## config.mk

```make
export PLATFORM = sky130hd
export DESIGN_NAME = shift_arb_ctrl
export DESIGN_NICKNAME = d
export VERILOG_FILES = /design/src/rtl/shift_arb_ctrl.sv
export SDC_FILE = /design/constraint.sdc
export NUM_CORES = 1
export LEC_CHECK = 0
export BUFFER_PORTS_ARGS = -buffer_cell sky130_fd_sc_hd__clkbuf_2
export CORE_MARGIN = 2
export CORE_UTILIZATION = 40
export CTS_CLUSTER_DIAMETER = 120
export CTS_CLUSTER_SIZE = 40
export DETAILED_ROUTE_END_ITERATION = 6
export GPL_ROUTABILITY_DRIVEN = 1
export MAX_ROUTING_LAYER = met4
export PLACE_DENSITY = 0.6
export SYNTH_ARGS = -nofsm -noshare
export SYNTH_HDL_FRONTEND = slang
export SYNTH_SLANG_ARGS = --single-unit
```

## constraint.sdc

```tcl
create_clock -name clk -period 3.12 [get_ports clk]
set_input_delay 0.78 -clock clk [delete_from_list [all_inputs] [get_ports clk]]
set_output_delay 0.78 -clock clk [all_outputs]
set_load 0.03 [all_outputs]
```

## src/rtl/shift_arb_ctrl.sv

```systemverilog
// Two-requester round-robin controller feeding one WIDTH-bit shift register.
// Granted words are shifted out MSB-first, followed by GAP idle cycles.
module shift_arb_ctrl #(
    parameter int unsigned WIDTH = 8,
    parameter int unsigned GAP   = 1
) (
    input  logic             clk,
    input  logic             reset,
    input  logic             req0_valid,
    input  logic [WIDTH-1:0] req0_data,
    output logic             req0_ready,
    input  logic             req1_valid,
    input  logic [WIDTH-1:0] req1_data,
    output logic             req1_ready,
    output logic             ser_out,
    output logic             ser_valid,
    output logic             ser_last,
    output logic             ser_src,
    output logic             busy
);

    localparam int unsigned BW = $clog2(WIDTH);
    // GAP=0 never enters S_GAP; keep a 1-bit counter so the vector stays legal.
    localparam int unsigned GW = (GAP > 0) ? $clog2(GAP + 1) : 1;

    typedef enum logic [1:0] {S_IDLE, S_SHIFT, S_GAP} state_t;

    state_t           state_q, state_d;
    logic [WIDTH-1:0] sreg_q, sreg_d;
    logic [BW-1:0]    bcnt_q, bcnt_d;
    logic [GW-1:0]    gcnt_q, gcnt_d;
    logic             ptr_q, ptr_d;
    logic             src_q, src_d;
    logic             valid_q, valid_d;
    logic             last_q, last_d;
    logic             busy_q, busy_d;
    logic             grant;
    logic             idle;

    always_comb begin
        grant      = (req0_valid & req1_valid) ? ptr_q : req1_valid;
        idle       = (state_q == S_IDLE);
        req0_ready = idle & req0_valid & ~grant;
        req1_ready = idle & req1_valid & grant;

        state_d = state_q;
        sreg_d  = sreg_q;
        bcnt_d  = bcnt_q;
        gcnt_d  = gcnt_q;
        ptr_d   = ptr_q;
        src_d   = src_q;

        case (state_q)
            S_IDLE: begin
                if (req0_ready | req1_ready) begin
                    sreg_d  = grant ? req1_data : req0_data;
                    src_d   = grant;
                    bcnt_d  = BW'(WIDTH - 1);
                    ptr_d   = ~grant;
                    state_d = S_SHIFT;
                end
            end
            S_SHIFT: begin
                sreg_d = {sreg_q[WIDTH-2:0], 1'b0};
                if (bcnt_q == '0) begin
                    sreg_d = '0;
                    if (GAP > 0) begin
                        state_d = S_GAP;
                        gcnt_d  = GW'(GAP - 1);
                    end else begin
                        state_d = S_IDLE;
                    end
                end else begin
                    bcnt_d = bcnt_q - 1'b1;
                end
            end
            S_GAP: begin
                if (gcnt_q == '0) begin
                    state_d = S_IDLE;
                end else begin
                    gcnt_d = gcnt_q - 1'b1;
                end
            end
            default: state_d = S_IDLE;
        endcase

        valid_d = (state_d == S_SHIFT);
        last_d  = (state_d == S_SHIFT) && (bcnt_d == '0);
        busy_d  = (state_d != S_IDLE);
    end

    always_ff @(posedge clk or posedge reset) begin
        if (reset) begin
            state_q <= S_IDLE;
            sreg_q  <= '0;
            bcnt_q  <= '0;
            gcnt_q  <= '0;
            ptr_q   <= 1'b0;
            src_q   <= 1'b0;
            valid_q <= 1'b0;
            last_q  <= 1'b0;
            busy_q  <= 1'b0;
        end else begin
            state_q <= state_d;
            sreg_q  <= sreg_d;
            bcnt_q  <= bcnt_d;
            gcnt_q  <= gcnt_d;
            ptr_q   <= ptr_d;
            src_q   <= src_d;
            valid_q <= valid_d;
            last_q  <= last_d;
            busy_q  <= busy_d;
        end
    end

    assign ser_out   = sreg_q[WIDTH-1];
    assign ser_valid = valid_q;
    assign ser_last  = last_q;
    assign ser_src   = src_q;
    assign busy      = busy_q;

endmodule

```

* After elaboration in Yosys (flattened, before gate mapping)
Cells that the tools add are included.
** Storage, ports and cells
- Output and inout port bits :: 7
- Register bits :: 19
- Bits of input ports :: 20
- Word-level logic and storage cells :: 48
** Cells by class
- Bitwise operators :: 7
- Multiplexer cells :: 15
- Reductions and logical operators :: 10
- Equality and inequality tests :: 5
- $add $sub $neg :: 2
** Operators with widths (number)
- $mux W8 :: 3
- $pmux W8 S2 :: 1
- $logic_not A3 Y1 :: 2
- $mux W2 :: 3
- $mux W3 :: 2
- $pmux W2 S3 :: 1
- $pmux W3 S2 :: 1
- $reduce_and A2 Y1 :: 3
- $reduce_bool A2 Y1 :: 3
- $and A1 B1 Y1 :: 5
- $eq A2 B1 Y1 const B :: 2
- $mux W1 :: 3
- $sub A3 B1 Y3 const B :: 1
- $eq A2 B2 Y1 const B :: 1
- $logic_not A2 Y1 :: 1
- $ne A2 B1 Y1 const B :: 1
- $ne A2 B2 Y1 const B :: 1
- $pmux W1 S2 :: 1
- $logic_and A1 B1 Y1 :: 1
- $not A1 Y1 :: 1
- $or A1 B1 Y1 :: 1
- $sub A1 B1 Y1 const B :: 1

* Logic depth before layout (Yosys ltp)
- Depth in word-level cells :: 9
- Gate-level depth with buffers :: 6

* Worst setup path before layout
Ideal clock, no wire load.
- Kind :: in2out
- Start :: input port req1_valid
- End :: output port req1_ready
- Required time :: 2.340 ns
- Buffers on the path :: 1
- Data arrival time :: 1.766 ns
- Slack :: 0.574 ns
- Cell stages on the path :: 3
- Cell sequence :: buf_4 > o21ai_4 > nor3_1
** Between the ends
- Word-level cells in the longest chain between the ends :: 3
- Elaborated cells on any way between the ends :: 4
- Classes of those cells :: mux: 1; bitwise: 3
** Ends and longest elaborated chain
- start: declaration :: line 12 : input logic req1_valid,
- $and A1 B1 Y1 :: line 41 : grant = (req0_valid & req1_valid) ? ptr_q : req1_valid;
- $mux W1 :: line 41
- $and A1 B1 Y1 * :: line 44 : req1_ready = idle & req1_valid & grant;
- end: declaration :: line 14 : output logic req1_ready,
Mark *: on every way between the ends. The rest lies on a longest branch, timed or not.

* Worst setup path after layout
- Start :: input port req0_valid
- End :: output port req1_ready
** Between the ends
- Word-level cells in the longest chain between the ends :: 3
** Ends and longest elaborated chain
- start: declaration :: line 9 : input logic req0_valid,
- $and A1 B1 Y1 :: line 41
- $mux W1 :: line 41
- $and A1 B1 Y1 :: line 44
No other way between the ends.

==> results.json <==
{
  "hold_class": "reg2reg",
  "core-area_um2": 2450,
  "fp.dieH_um": 54.7,
  "rows": 18,
  "drv_slew": 0,
  "layout_min_cycle_time_ns": 2.48,
  "synth.avg_cell_area_um2": 10.7,
  "max-slew-margin-rel_pct": 40.5,
  "synth_fp_nets": 118,
  "cp.arrival_ns": 1.70,
  "tns_ns": 0,
  "cp-start-kind": "input pin",
  "ctsResizeCount": 0,
  "worstMarginPinSlew_ns": 0.892,
  "place_ws_ns": 0.642,
  "grt_pass1_wl_mm": 3.51,
  "grt_max_degree": 21,
  "p_sw_share_pct": 44.0,
  "critical_path_class": "in2out",
  "gp_congestion": 0.815,
  "final_common_cell": "clkbuf_2",
  "area_growth_pct": 13.5,
  "tritoncts": "yes",
  "root_buffer": "clkbuf_4",
  "wl_per_cell_um": 13.8,
  "async_reset_ff_share_pct": 100,
  "cellPowerDensity_nw_per_um2": 881,
  "yosysTopAreaCell": "dfrtp_1",
  "cts_buffer_depth": 2,
  "outcome": "complete, no violations",
  "cts_hold_buf": 0,
  "setup_slack_ns": 0.643,
  "drive_above_1_share_pct": 36.7,
  "path_clk_slew_ns": 0.10,
  "vias": 824,
  "ys_types": 31,
  "cts_max_level": 1,
  "finalSetupViolCount": 0,
  "drt_iter0_markers": 9,
  "antenna_found_initial": 0,
  "cts_inserted_buffers": 3,
  "yosys-top-cells-area": "dfrtp_1, a41oi_2, o2111ai_2",
  "cp_max_fo": 10,
  "hold_viol": 0,
  "layout_common_cells": "clkbuf_2, dfrtp_1, nor2_1, nand2_1, nand3_1",
  "max-vdd-ir-drop_mv": 0.416,
  "post-route-drc-count": 0,
  "ant_nets": 0,
  "n_antenna_cell": 0,
  "leakage_uw": 0.000508,
  "clock_sinks": 18,
  "end_kind": "output pin",
  "pwr-share-seq_pct": 40.8,
  "fin_cells": 150,
  "ys_seq_area_share_pct": 43.8,
  "regArea_um2": 450,
  "grt_pass1_vias": 788,
  "pwr-share-clk_pct": 11.6,
  "yosys.area.top_type_share_pct": 43.8,
  "routed_wl_mm": 2.07,
  "syn_inst": 96,
  "io_buffers": 26,
  "power_switching_uw": 452,
  "synthFlopType": "dfrtp_1",
  "start_util_pct": 41.8,
  "synth_area_um2": 1030,
  "finClkSkew_ns": 0.00410,
  "required_ns": 2.34,
  "die_area_um2": 2990,
  "die_width_um": 54.7,
  "drv_cap": 0,
  "utilization_pct": 47.5,
  "fmax_mhz": 404,
  "multi_input_area_um2": 507,
  "clk_latency_ns": 0.30,
  "ys_seq_elements": 18,
  "layout.nets": 144,
  "hpwl_mm": 1.56,
  "firstDrtPassIters": 4,
  "fillers": 234,
  "cts_setup_buffers": 0,
  "finalCritPeriodShare_pct": 79.4,
  "grt_util_all_layers_pct": 17.1,
  "p_int_uw": 575,
  "rsz0062_at_grt": "no",
  "overflow": 0,
  "comb_power_share_pct": 47.6,
  "synth_edf_count": 0,
  "yosys_warnings": 0,
  "io_pins": 27,
  "routed_via_density": 5.49,
  "dp.cells": 147
}
power by group through the flow:
stage | sequential [uW] | combinational (uW) | clock [uW]
finish | 420 | 490 | 119
global route | 438 | 551 | 136
CTS | 419 | 500 | 123
detailed placement | 423 | 499 | 0
global placement | 419 | 491 | 0
floorplan | 443 | 408 | 0
metal layers:
metal / GRT usage (%) / share of wire (%) / vias to the layer above / wire (um)
met1: 20.5 / 46 / 391 / 940
met2: 28.0 / 48 / 21 / 995
met3: 2.73 / 4.5 / 4 / 93
met5: - / 0 / - / 0
li1: - / - / 408 / -
met4: 7.50 / 1.7 / 0 / 36
flip-flops by register name, summed over array words and instances, names as in the netlist:
signal	flops
ser_valid	1
busy	1
bcnt_q	3
ser_last	1
state_q	2
ptr_q	1
sreg_q	8
ser_src	1
kinds of logic (layout without fill, tap and decap cells):
kind of cell             after synthesis  count (layout)  synth area share, %
buffers and inverters                 10              34                 6.82
flip-flops                            18              18                 43.8
AO/OA/AOI/OAI                         26              26                 25.8
AND/OR/NAND/NOR                       39              39                 20.1
adder cells (fa/ha/maj)                2               2                 2.44
multiplexers                           1               1                0.974
synth_stat cells, types with 2 or more instances:
cell type / count
nor2b_1: 2
inv_1: 4
a211oi_1: 2
a21oi_1: 4
ha_1: 2
nand2_1: 10
o2111ai_1: 3
nor2_1: 10
dfrtp_1: 18
nor3_1: 3
a41oi_2: 5
a41oi_1: 2
o21ai_0: 2
nand3_1: 8
buf_4: 2
o2111ai_2: 4
final cells by class:
| cell class | count | area share [%] |
|---|---|---|
| Timing Repair Buffer | 26 | 11.2 |
| Inverter | 5 | 1.61 |
| Sequential cell | 18 | 38.6 |
| Multi-Input combinational cell | 68 | 43.5 |
| Tap cell | 30 | 3.22 |
| Clock buffer | 3 | 1.93 |
final timing paths:
kind	startpoint	to	slack [ns]	depth (start not counted)
min in group asynchronous	reset	sreg_q[0]	0.55	2
min	ser_src	ser_src	0.49	1
min reg2reg	ser_src	ser_src	0.49	1
max reg2reg	state_q[1]	bcnt_q[2]	1.30	3
max	req0_valid	req1_ready	0.64	5
max in group asynchronous	reset	ser_last	2.14	2
through the flow:
step	instance area, um^2	power (uW)	hold slack (ns)
after floorplan	1030	851	0.461
after global routing	1170	1130	0.511
after CTS	1170	1040	0.496
after detailed placement	1140	922	0.471
after global placement	1140	910	0.463
final	1170	1030	0.491
worst max-delay path, cell delays in order:
cell	delay, ns
clkbuf_2	0.12
inv_2	0.18
o21ai_4	0.13
nor3_1	0.23
clkbuf_2	0.25
(Power assumes the default switching activity.)
